--- src/rtl/mod_exp_par.sv ---
// ---------------------------------------------------------------------------
// mod_exp_par
// Modular exponentiation result = base^exponent mod modulus, computed with
// right-to-left square-and-multiply. Each squaring/multiplying step runs two
// bit-serial interleaved modular multipliers side by side, so one exponent
// bit costs WIDTH cycles of STEP plus one CHECK cycle.
//
// Ports
//   clk       : sole clock, rising edge
//   rst       : synchronous reset, active low
//   start     : request, sampled only while idle
//   base      : base (any value, may exceed modulus)
//   exponent  : exponent
//   modulus   : modulus (legal when >= 2)
//   result    : base^exponent mod modulus, held until the next done
//   busy      : high whenever the engine is not idle
//   done      : one-cycle pulse, valid together with result
//   err       : set with done when modulus < 2, cleared by the next start
// ---------------------------------------------------------------------------
module mod_exp_par #(
   parameter int WIDTH = 32
) (
   input  logic             clk,
   input  logic             rst,
   input  logic             start,
   input  logic [WIDTH-1:0] base,
   input  logic [WIDTH-1:0] exponent,
   input  logic [WIDTH-1:0] modulus,
   output logic [WIDTH-1:0] result,
   output logic             busy,
   output logic             done,
   output logic             err
);

   localparam int CW = (WIDTH > 1) ? $clog2(WIDTH) : 1;
   localparam logic [CW-1:0] CNT_MAX = CW'(WIDTH - 1);

   typedef enum logic [2:0] {
      IDLE,
      REDUCE,
      CHECK,
      STEP,
      FIN
   } state_t;

   state_t state, state_next;

   logic [WIDTH-1:0] base_q;
   logic [WIDTH-1:0] exp_q;
   logic [WIDTH-1:0] mod_q;
   logic [WIDTH-1:0] res_q;
   logic [WIDTH-1:0] br_q;
   logic [WIDTH:0]   acc1_q;
   logic [WIDTH:0]   acc2_q;
   logic [CW-1:0]    cnt_q;

   logic [WIDTH:0]   mul1_next;
   logic [WIDTH:0]   mul2_next;

   // One MSB-first interleaved multiply step. acc and addend are both below
   // m, so 2*acc and acc+addend stay below 2m and a single conditional
   // subtraction restores the invariant acc < m.
   function automatic logic [WIDTH:0] mm_step(
      input logic [WIDTH:0]   acc,
      input logic [WIDTH-1:0] addend,
      input logic             mbit,
      input logic [WIDTH-1:0] m
   );
      logic [WIDTH:0] t;
      logic [WIDTH:0] mx;
      mx = {1'b0, m};
      t  = acc << 1;
      if (t >= mx) t = t - mx;
      if (mbit) begin
         t = t + {1'b0, addend};
         if (t >= mx) t = t - mx;
      end
      return t;
   endfunction

   // Multiplier datapath. In REDUCE the base itself is the multiplier bit
   // stream against a multiplicand of 1, which folds an out-of-range base
   // into [0, m) without needing it to be reduced first. In STEP both
   // multipliers read the pre-step res and b_r, which stay constant for
   // the whole step.
   always_comb begin
      mul1_next = '0;
      mul2_next = '0;
      case (state)
         REDUCE: begin
            mul1_next = mm_step(acc1_q, WIDTH'(1), base_q[cnt_q], mod_q);
         end
         STEP: begin
            mul1_next = mm_step(acc1_q, br_q, res_q[cnt_q], mod_q);
            mul2_next = mm_step(acc2_q, br_q, br_q[cnt_q], mod_q);
         end
         default: begin
         end
      endcase
   end

   // State register.
   always_ff @(posedge clk) begin
      if (!rst) state <= IDLE;
      else      state <= state_next;
   end

   // Next-state logic and the state-decoded outputs busy/done.
   always_comb begin
      state_next = state;
      busy       = (state != IDLE);
      done       = (state == FIN);
      case (state)
         IDLE: begin
            if (start) begin
               if (modulus < WIDTH'(2)) state_next = FIN;
               else                     state_next = REDUCE;
            end
         end
         REDUCE: begin
            if (cnt_q == '0) state_next = CHECK;
         end
         CHECK: begin
            if (exp_q == '0) state_next = FIN;
            else             state_next = STEP;
         end
         STEP: begin
            if (cnt_q == '0) state_next = CHECK;
         end
         FIN: begin
            state_next = IDLE;
         end
         default: begin
            state_next = IDLE;
         end
      endcase
   end

   // Operand latches, exponentiation registers and the result/err outputs.
   // result is loaded on the transition into FIN so that it is already
   // valid during the cycle in which done is high.
   always_ff @(posedge clk) begin
      if (!rst) begin
         base_q <= '0;
         exp_q  <= '0;
         mod_q  <= '0;
         res_q  <= WIDTH'(1);
         br_q   <= '0;
         acc1_q <= '0;
         acc2_q <= '0;
         cnt_q  <= '0;
         result <= '0;
         err    <= 1'b0;
      end else begin
         case (state)
            IDLE: begin
               if (start) begin
                  base_q <= base;
                  exp_q  <= exponent;
                  mod_q  <= modulus;
                  res_q  <= WIDTH'(1);
                  br_q   <= '0;
                  acc1_q <= '0;
                  acc2_q <= '0;
                  cnt_q  <= CNT_MAX;
                  err    <= 1'b0;
                  if (modulus < WIDTH'(2)) begin
                     err    <= 1'b1;
                     result <= '0;
                  end
               end
            end
            REDUCE: begin
               acc1_q <= mul1_next;
               if (cnt_q == '0) br_q <= mul1_next[WIDTH-1:0];
               else             cnt_q <= cnt_q - 1'b1;
            end
            CHECK: begin
               acc1_q <= '0;
               acc2_q <= '0;
               cnt_q  <= CNT_MAX;
               if (exp_q == '0) result <= res_q;
            end
            STEP: begin
               acc1_q <= mul1_next;
               acc2_q <= mul2_next;
               if (cnt_q == '0) begin
                  if (exp_q[0]) res_q <= mul1_next[WIDTH-1:0];
                  br_q  <= mul2_next[WIDTH-1:0];
                  exp_q <= exp_q >> 1;
               end else begin
                  cnt_q <= cnt_q - 1'b1;
               end
            end
            default: begin
            end
         endcase
      end
   end

endmodule

--- config.mk ---
export PLATFORM = sky130hd
export DESIGN_NAME = mod_exp_par
export DESIGN_NICKNAME = d
export VERILOG_FILES = /design/src/rtl/mod_exp_par.sv
export SDC_FILE = /design/constraint.sdc
export NUM_CORES = 1
export LEC_CHECK = 0
export ABC_AREA = 1
export BUFFER_PORTS_ARGS = -buffer_cell sky130_fd_sc_hd__clkbuf_2
export CAP_MARGIN = 0
export CORE_UTILIZATION = 40
export DETAILED_ROUTE_END_ITERATION = 12
export GPL_TIMING_DRIVEN = 0
export PLACE_DENSITY_LB_ADDON = 0.15
export SLEW_MARGIN = 0
export SYNTH_ARGS = -nofsm -noshare
export SYNTH_HDL_FRONTEND = slang
export SYNTH_SLANG_ARGS = --single-unit
--- constraint.sdc ---
create_clock -name clk -period 8.4 [get_ports clk]
set_input_delay 1.26 -clock clk [delete_from_list [all_inputs] [get_ports clk]]
set_output_delay 1.26 -clock clk [all_outputs]
set_load 0.05 [all_outputs]
; ---- Word-level counts from Yosys, hierarchy flattened
; Cells that the tools add are included.
[word_totals]
regBits = 265
input_bits = 99
output_inout_bits = 35
elab_cells = 103
[op_classes]
n_addsub = 9
magnitude_cmp = 7
n_eq_ne = 12
muxes = 45
reduce_logical = 19
[op_table]
columns = operator, n
row1 = 2-to-1 mux 32 bit, 19
row2 = case mux 32 bit (3 select lines), 3
row3 = case mux 32 bit (2 select lines), 3
row4 = >= comparator 33 x 32 -> 1 bit, 5
row5 = 2-to-1 mux 33 bit, 5
row6 = subtractor 32 bit, 3
row7 = adder 33 x 32 -> 33 bit, 2
row8 = subtractor 33 x 32 -> 33 bit, 2
row9 = adder 33 x 1 -> 33 bit (second input constant), 1
row10 = logical NOT 32 bit, 1
row11 = less-than comparator 32 x 2 -> 1 bit (second input constant), 1
row12 = binary-select mux 1 bit (select 5 bit), 3
row13 = case mux 5 bit (3 select lines), 1
row14 = != test 2 bit (second input constant), 7
row15 = 2-to-1 mux 3 bit, 4
row16 = AND reduction 4 bit, 3
row17 = nonzero test 3 bit, 4
row18 = 2-to-1 mux 5 bit, 2
row19 = case mux 3 bit (3 select lines), 1
row20 = AND reduction 2 bit, 4
row21 = == test 3 x 2 -> 1 bit (second input constant), 2
row22 = less-than comparator 5 x 6 -> 1 bit (second input constant), 1
row23 = AND reduction 3 bit, 2
row24 = logical NOT 5 bit, 1
row25 = 8 further kinds, 12

; ---- Logic depth before layout (Yosys ltp)
; Gate-level depths: netlist (run 1).
[logic_depth]
word_depth = 11
depth_mapped = 51
depth_no_buf = 47

; ---- Worst setup path after synthesis (run 1)
; OpenSTA, ideal clock, no wires.
[synth_path]
path_kind = reg-to-reg
start = register mod_q[1]
end = register br_q[25]
setup_ns = 0.109
t_arrival_ns = 6.516
required_time_ns = 8.291
setup_slack_ns = 1.775
stages_incl_launch_ff = 46
n_path_buf = 3
period_less_slack_ns = 6.625
cell_sequence = dfxtp_1 -> inv_1 -> ha_1 -> nand3_1 -> nand2_1 -> a21oi_1 -> inv_1 -> nand2_1 -> nand2_1 -> nand2_1 -> o211ai_1 -> nand3_1 -> nand2_1 -> clkbuf_1 -> nand2_1 -> inv_1 -> ha_1 -> inv_1 -> (+10 left out) -> xor2_1 -> ha_1 -> nand2_1 -> inv_1 -> a21oi_1 -> o21ai_0 -> a21oi_1 -> nand2_1 -> a21oi_1 -> nand2_1 -> buf_2 -> buf_2 -> o21ai_0 -> nand2_1 -> o211ai_1 -> nand3_1 -> nand2_1 -> inv_1
[synth_via]
elab_chain_cells = 10
elab_cells_between_ends = 28
classes_between = add/sub: 8 / order compare: 5 / mux: 15
[synth_lines]
columns = item, line
row1 = "start, declared", 50  ; logic [WIDTH-1:0] mod_q;
row2 = "start signal, assigned", 160  ; mod_q <= modulus;
row3 = subtractor 33 x 32 -> 33 bit or >= comparator 33 x 32 -> 1 bit (tied branches), 73  ; if (t >= mx) t = t - mx;
row4 = 2-to-1 mux 33 bit, 73
row5 = 2-to-1 mux 33 bit, 89  ; case (state)
row6 = adder 33 x 1 -> 33 bit or adder 33 x 32 -> 33 bit (tied branches), 75  ; t = t + {1'b0, addend};
row7 = subtractor 32 bit or >= comparator 33 x 32 -> 1 bit (tied branches), 76  ; if (t >= mx) t = t - mx;
row8 = 2-to-1 mux 32 bit, 76
row9 = 2-to-1 mux 32 bit, 74  ; if (mbit) begin
row10 = 2-to-1 mux 32 bit, --
row11 = 2-to-1 mux 32 bit, 175  ; if (cnt_q == '0) br_q <= mul1_next[WIDTH-1:0];
row12 = case mux 32 bit (3 select lines) (*), 155  ; case (state)
row13 = "end signal, assigned", 175
row14 = "end signal, assigned", 189  ; br_q <= mul2_next[WIDTH-1:0];
row15 = "end, declared", 52  ; logic [WIDTH-1:0] br_q;
; Every way passes the cells marked *; elsewhere a longest branch is shown, timed or not. The select of a mux whose other input is x is not followed.
; A chain may end at the register's enable or synchronous reset.

; ---- Worst setup path after layout (run 1)
[layout_path]
start = register mod_q[5]
end = register br_q[30]
; The elaborated chain is that of the path after synthesis.

==> flow_summary.json, run 1 <==
{
  "status": "complete, no violations",
  "setup_viol": 0,
  "cts_num_sinks": 265,
  "worstSetupPathType": "reg2reg",
  "worst_slew_pin_slew_ps": 1300,
  "drt_wl_total_mm": 137.5,
  "wire_per_inst_um": 23.35,
  "endpoint_kind": "flip-flop",
  "yosysWarningCount": 0,
  "synth_edf_count": 0,
  "post-route-min-period_ps": 8149,
  "grt_pass1_vias": 30773,
  "ys.flop_type": "dfxtp_1",
  "cp_data_arrival_time_ps": 8660,
  "core_um2": 68830,
  "start_kind": "flip-flop",
  "root_buffer": "clkbuf_16",
  "fp.dieH_um": 266.3,
  "clockBufferDepth": 3,
  "worst-path-max-fanout": 10,
  "fin_hold_ws_ps": 451.4,
  "synthesis.area_um2": 27940,
  "gp_congestion": 1.070,
  "start_util": 0.4060,
  "finalNonFillerCells": 5887,
  "dr.first_iter.drc_count": 3172,
  "nNetsFinal": 5263,
  "synth.avg_cell_area_um2": 5.972,
  "grt_pass1_wl_mm": 196.8,
  "drtAntennaViolNets": 0,
  "hold_buffers": 0,
  "relSlewSlack": 0.1336,
  "final_common_cell": "nand2_1",
  "cts_inserted_buffers": 35,
  "drive_gt1_frac": 0.1009,
  "die_area_um2": 70920,
  "grt_usage": 0.3776,
  "finClkSkew_ps": 37.62,
  "synthCells": 4679,
  "ys_async_sr_fraction": 0,
  "fin_crit_sh": 0.9702,
  "viasPerCell": 5.647,
  "post-place-cells": 5743,
  "regArea_um2": 5313,
  "dp.final_hpwl_mm": 110.5,
  "drtPass1Iterations": 8,
  "multiInputGateArea_um2": 20020,
  "ys_ff_latch": 265,
  "antenna_found_initial": 4,
  "h-tree-depth": 2,
  "drcViolationCount": 0,
  "insertion_delay_ps": 590,
  "ys_seq_area_frac": 0.1899,
  "io_buffer_count": 132,
  "fill_cells": 7585,
  "slew_violations": 0,
  "via_count": 33245,
  "die_x_um": 266.3,
  "synthDistinctLibCells": 62,
  "grt-ovfl-total": 0,
  "finalHoldViolCount": 0,
  "crit_top_cell": "nand2_1",
  "fp-row-count": 96,
  "final_cell_mix": "1314 x nand2_1, 546 x a21oi_1, 483 x inv_1, 342 x o21ai_0, 319 x nor2_1",
  "hold_path.class": "reg2reg",
  "slowest_delay_ps": 490,
  "fmax_mhz": 122.7,
  "cts_tree": "done",
  "slowest_stage": "inv_1",
  "synth_fp_nets": 5011,
  "postLayoutCoreUtil": 0.4655,
  "grt_max_degree": 13,
  "syn2layout_area_growth_pct": 14.66,
  "required_ps": 8910,
  "drv_cap": 0,
  "cts.clk_slew.worst_paths_ps": 60,
  "ios": 134,
  "rsz0062_at_grt": "false"
}
[kinds of logic after synthesis]
group	count (synthesis)	synth area share
AO/OA/AOI/OAI	1117	0.2176
XOR/XNOR	185	0.05825
adder cells (fa/ha/maj)	233	0.1062
buffers and inverters	701	0.09954
flip-flops	265	0.1899
AND/OR/NAND/NOR	2178	0.3285
[state kept, by name (all words and copies together) (netlist names)]
name	flops
acc1_q	32
acc2_q	32
base_q	32
br_q	32
cnt_q	5
err	1
exp_q	32
mod_q	32
res_q	32
result	32
state	3
[per-stage QoR]
| stage | setup TNS, ps | instance area [µm²] | worst slack [ps] |
|---|---|---|---|
| final | 0 | 32040 | 250.6 |
| after global routing | 0 | 32030 | 2.786 |
| after CTS | 0 | 31810 | 6.440 |
| after detailed placement | -140180 | 29780 | -1538 |
| after global placement | -151370 | 29770 | -1567 |
| after floorplan | 0 | 27940 | 1775 |
[cells in the mapped netlist (all sizes together) (7+ instances only)]
cell | instances | area (µm²)
a21oi | 553 | 2779
nor3 | 38 | 200.2
nor2 | 346 | 1396
nand3 | 313 | 1592
ha | 226 | 2828
xor2 | 115 | 1015
a31oi | 51 | 319.1
o21bai | 17 | 131.4
inv | 521 | 1956
xnor2 | 70 | 613.1
a21o | 10 | 75.07
o221ai | 8 | 70.07
fa | 7 | 140.1
buf | 51 | 341.6
nand4 | 37 | 231.5
o211ai | 29 | 217.7
o21a | 28 | 210.2
a221oi | 9 | 78.83
nor4 | 32 | 200.2
nand2 | 1362 | 5205
a21boi | 11 | 82.58
or2 | 25 | 156.4
a211oi | 7 | 52.55
clkbuf | 122 | 457.9
o21ai | 371 | 1861
dfxtp | 265 | 5305
nand3b | 19 | 161.4
clkinv | 7 | 26.28
[layout make-up]
class / instances / share of cell area
clock buffers: 44 / 0.02995
plain buffers: 173 / 0.02558
well taps: 931 / 0.03636
multi-input cells: 3713 / 0.6249
repair buffers: 215 / 0.04671
inverters: 528 / 0.06530
clock inverters: 15 / 0.005194
flip-flops and latches: 265 / 0.1658
diodes: 3 / 0.0002343
[path summary, 6_finish.rpt]
check                to  startpoint  cells past startpoint  slack [ps]
max            br_q[30]    mod_q[5]                     44         250
min          base_q[28]  base_q[28]                      2         450
max reg2reg    br_q[30]    mod_q[5]                     44         250
min reg2reg  base_q[28]  base_q[28]                      2         450
[what timing repair did]
action | 4_1_cts | 5_1_grt
setup endpoints to repair | 128 | 127
endpoints found under the hold margin | 0 | 0
resized for setup | 57 | 64
setup buffers | 72 | 10
pin swaps | 2 | 4
[critical path: cells and delay by family (launching register included)]
family / cells / cell delay [ps]
simple gates: 22 / 2990
compound gates: 11 / 1830
buf+inv: 7 / 1600
fa+ha+maj: 3 / 1050
flops: 1 / 300
xor+xnor: 1 / 270
[metal layers]
layer / up-vias / GRT usage / routed length [µm]
li1: 16060 / - / -
met1: 15435 / 0.4858 / 57360
met2: 1396 / 0.5889 / 58870
met3: 354 / 0.04954 / 10870
met4: 0 / 0.2510 / 10360
met5: - / 0 / 0
Power of run 1 is not shown: default switching activity piles up to over one toggle a cycle in this logic, so the estimate is an artifact.
==> run 2, diff against run 1 <==
--- a/config.mk
+++ b/config.mk
@@ -8,6 +8,8 @@
 export ABC_AREA = 1
 export BUFFER_PORTS_ARGS = -buffer_cell sky130_fd_sc_hd__clkbuf_2
 export CAP_MARGIN = 0
+export CELL_PAD_IN_SITES_DETAIL_PLACEMENT = 1
+export CELL_PAD_IN_SITES_GLOBAL_PLACEMENT = 1
 export CORE_UTILIZATION = 40
 export DETAILED_ROUTE_END_ITERATION = 12
 export GPL_TIMING_DRIVEN = 0
==> flow_summary.json, run 2 (same netlist as run 1, synthesis figures left out) <==
{
  "holdPathEnd": "base_q[18]",
  "fin_ws_ps": 149.4,
  "insertion_delay_ps": 650,
  "wire_per_inst_um": 27.69,
  "core_um2": 68830,
  "fmax_mhz": 121.2,
  "finalHoldViolCount": 0,
  "cts_inserted_buffers": 31,
  "finalNonFillerCells": 5925,
  "slew_violations": 0,
  "grt_max_degree": 17,
  "io_buffer_count": 132,
  "grt_pass1_wl_mm": 229.6,
  "final_cell_mix": "1318 x nand2_1, 541 x a21oi_1, 481 x inv_1, 344 x o21ai_0, 317 x nor2_1",
  "fin_crit_sh": 0.9822,
  "drtAntennaViolNets": 0,
  "clockBufferDepth": 3,
  "cts.clk_slew.worst_paths_ps": 70,
  "ff2ff_path_depth": 43,
  "drcViolationCount": 0,
  "h-tree-depth": 1,
  "rrSetupSlack_ps": 150,
  "slowest_delay_ps": 440,
  "grt_pass1_vias": 34093,
  "hold_depth": 2,
  "required_ps": 8980,
  "post-route-min-period_ps": 8251,
  "finClkSkew_ps": 30.55,
  "ios": 134,
  "hold_buffers": 0,
  "drt_wl_total_mm": 164.1,
  "grt-ovfl-total": 0,
  "cts_tree": "done",
  "drtPass1Iterations": 6,
  "regArea_um2": 5313,
  "antenna_found_initial": 16,
  "start_util": 0.4060,
  "multiInputGateArea_um2": 20080,
  "relSlewSlack": 0.02124,
  "hold_path.class": "reg2reg",
  "post-place-cells": 5743,
  "hp-start": "base_q[18]",
  "cts_num_sinks": 265,
  "slowest_stage": "o41ai_1",
  "endpoint_kind": "flip-flop",
  "fill_cells": 9556,
  "grt_usage": 0.4462,
  "worst_slew_pin_slew_ps": 1463,
  "drive_gt1_frac": 0.1086,
  "dp.final_hpwl_mm": 122.9,
  "cp_data_arrival_time_ps": 8830,
  "via_count": 35278,
  "crit_top_cell": "nand2_1",
  "nNetsFinal": 5293,
  "root_buffer": "clkbuf_16",
  "drv_cap": 0,
  "timing.rr.end": "br_q[24]",
  "die_area_um2": 70920,
  "fp.dieH_um": 266.3,
  "gp_congestion": 1.055,
  "worst-path-max-fanout": 10,
  "status": "complete, no violations",
  "worstSetupPathType": "reg2reg",
  "fp-row-count": 96,
  "final_common_cell": "nand2_1",
  "syn2layout_area_growth_pct": 16.01,
  "start_kind": "flip-flop",
  "rr_startpoint": "mod_q[29]",
  "die_x_um": 266.3,
  "dr.first_iter.drc_count": 3580,
  "post-place-ws_ps": -2125,
  "setup_viol": 0,
  "viasPerCell": 5.954
}
run 2: worst max-delay path by stage:
| stage | cells after the start | from | endpoint |
|---|---|---|---|
| floorplan | 45 | mod_q[1] | br_q[25] |
| global placement | 41 | mod_q[1] | acc1_q[1] |
| detailed placement | 41 | mod_q[1] | acc1_q[1] |
| CTS | 43 | mod_q[17] | br_q[25] |
| global route | 43 | mod_q[29] | br_q[25] |
| finish | 43 | mod_q[29] | br_q[24] |
run 2: final cells by class:
type                    instances  area share
multi-input cells            3713      0.6195
repair buffers                249     0.05878
diodes                         12   0.0009263
well taps                     931     0.03593
flip-flops and latches        265      0.1639
clock inverters                15    0.004786
plain buffers                 173     0.02528
inverters                     528     0.06484
clock buffers                  39     0.02609
run 2: routing by layer:
layer / vias up / global-route usage / wire length [µm]
li1: 16105 / - / -
met2: 1721 / 0.6586 / 67860
met1: 16855 / 0.5398 / 64110
met4: 6 / 0.3790 / 16330
met3: 591 / 0.1142 / 15740
met5: - / 0 / 50
run 2: repair_timing:
action                                  4_1_cts  5_1_grt
hold endpoints to repair                      0        0
gates resized for setup                      75       62
pin swaps                                     2        7
setup buffers                                95       21
endpoints found under the setup margin      128      123
run 2: critical path, delay by kind of cell, from the launching register on:
| kind | cells | cell delay, ps |
|---|---|---|
| flops | 1 | 370 |
| simple gates | 17 | 2190 |
| compound gates | 13 | 2650 |
| buf+inv | 10 | 1890 |
| fa+ha+maj | 3 | 1090 |
run 2: per-stage QoR:
stage,setup TNS (ps),utilization,cell area [µm²],hold WS (ps)
floorplan,0,-,27940,424.4
global placement,-218690,0.4325,29770,438.5
detailed placement,-216940,0.4328,29790,452.8
CTS,0,0.4641,31940,461.1
global route,-3774,0.4706,32390,471.8
finish,0,0.4710,32420,465.5
Power of run 2 is left out for the same reason.
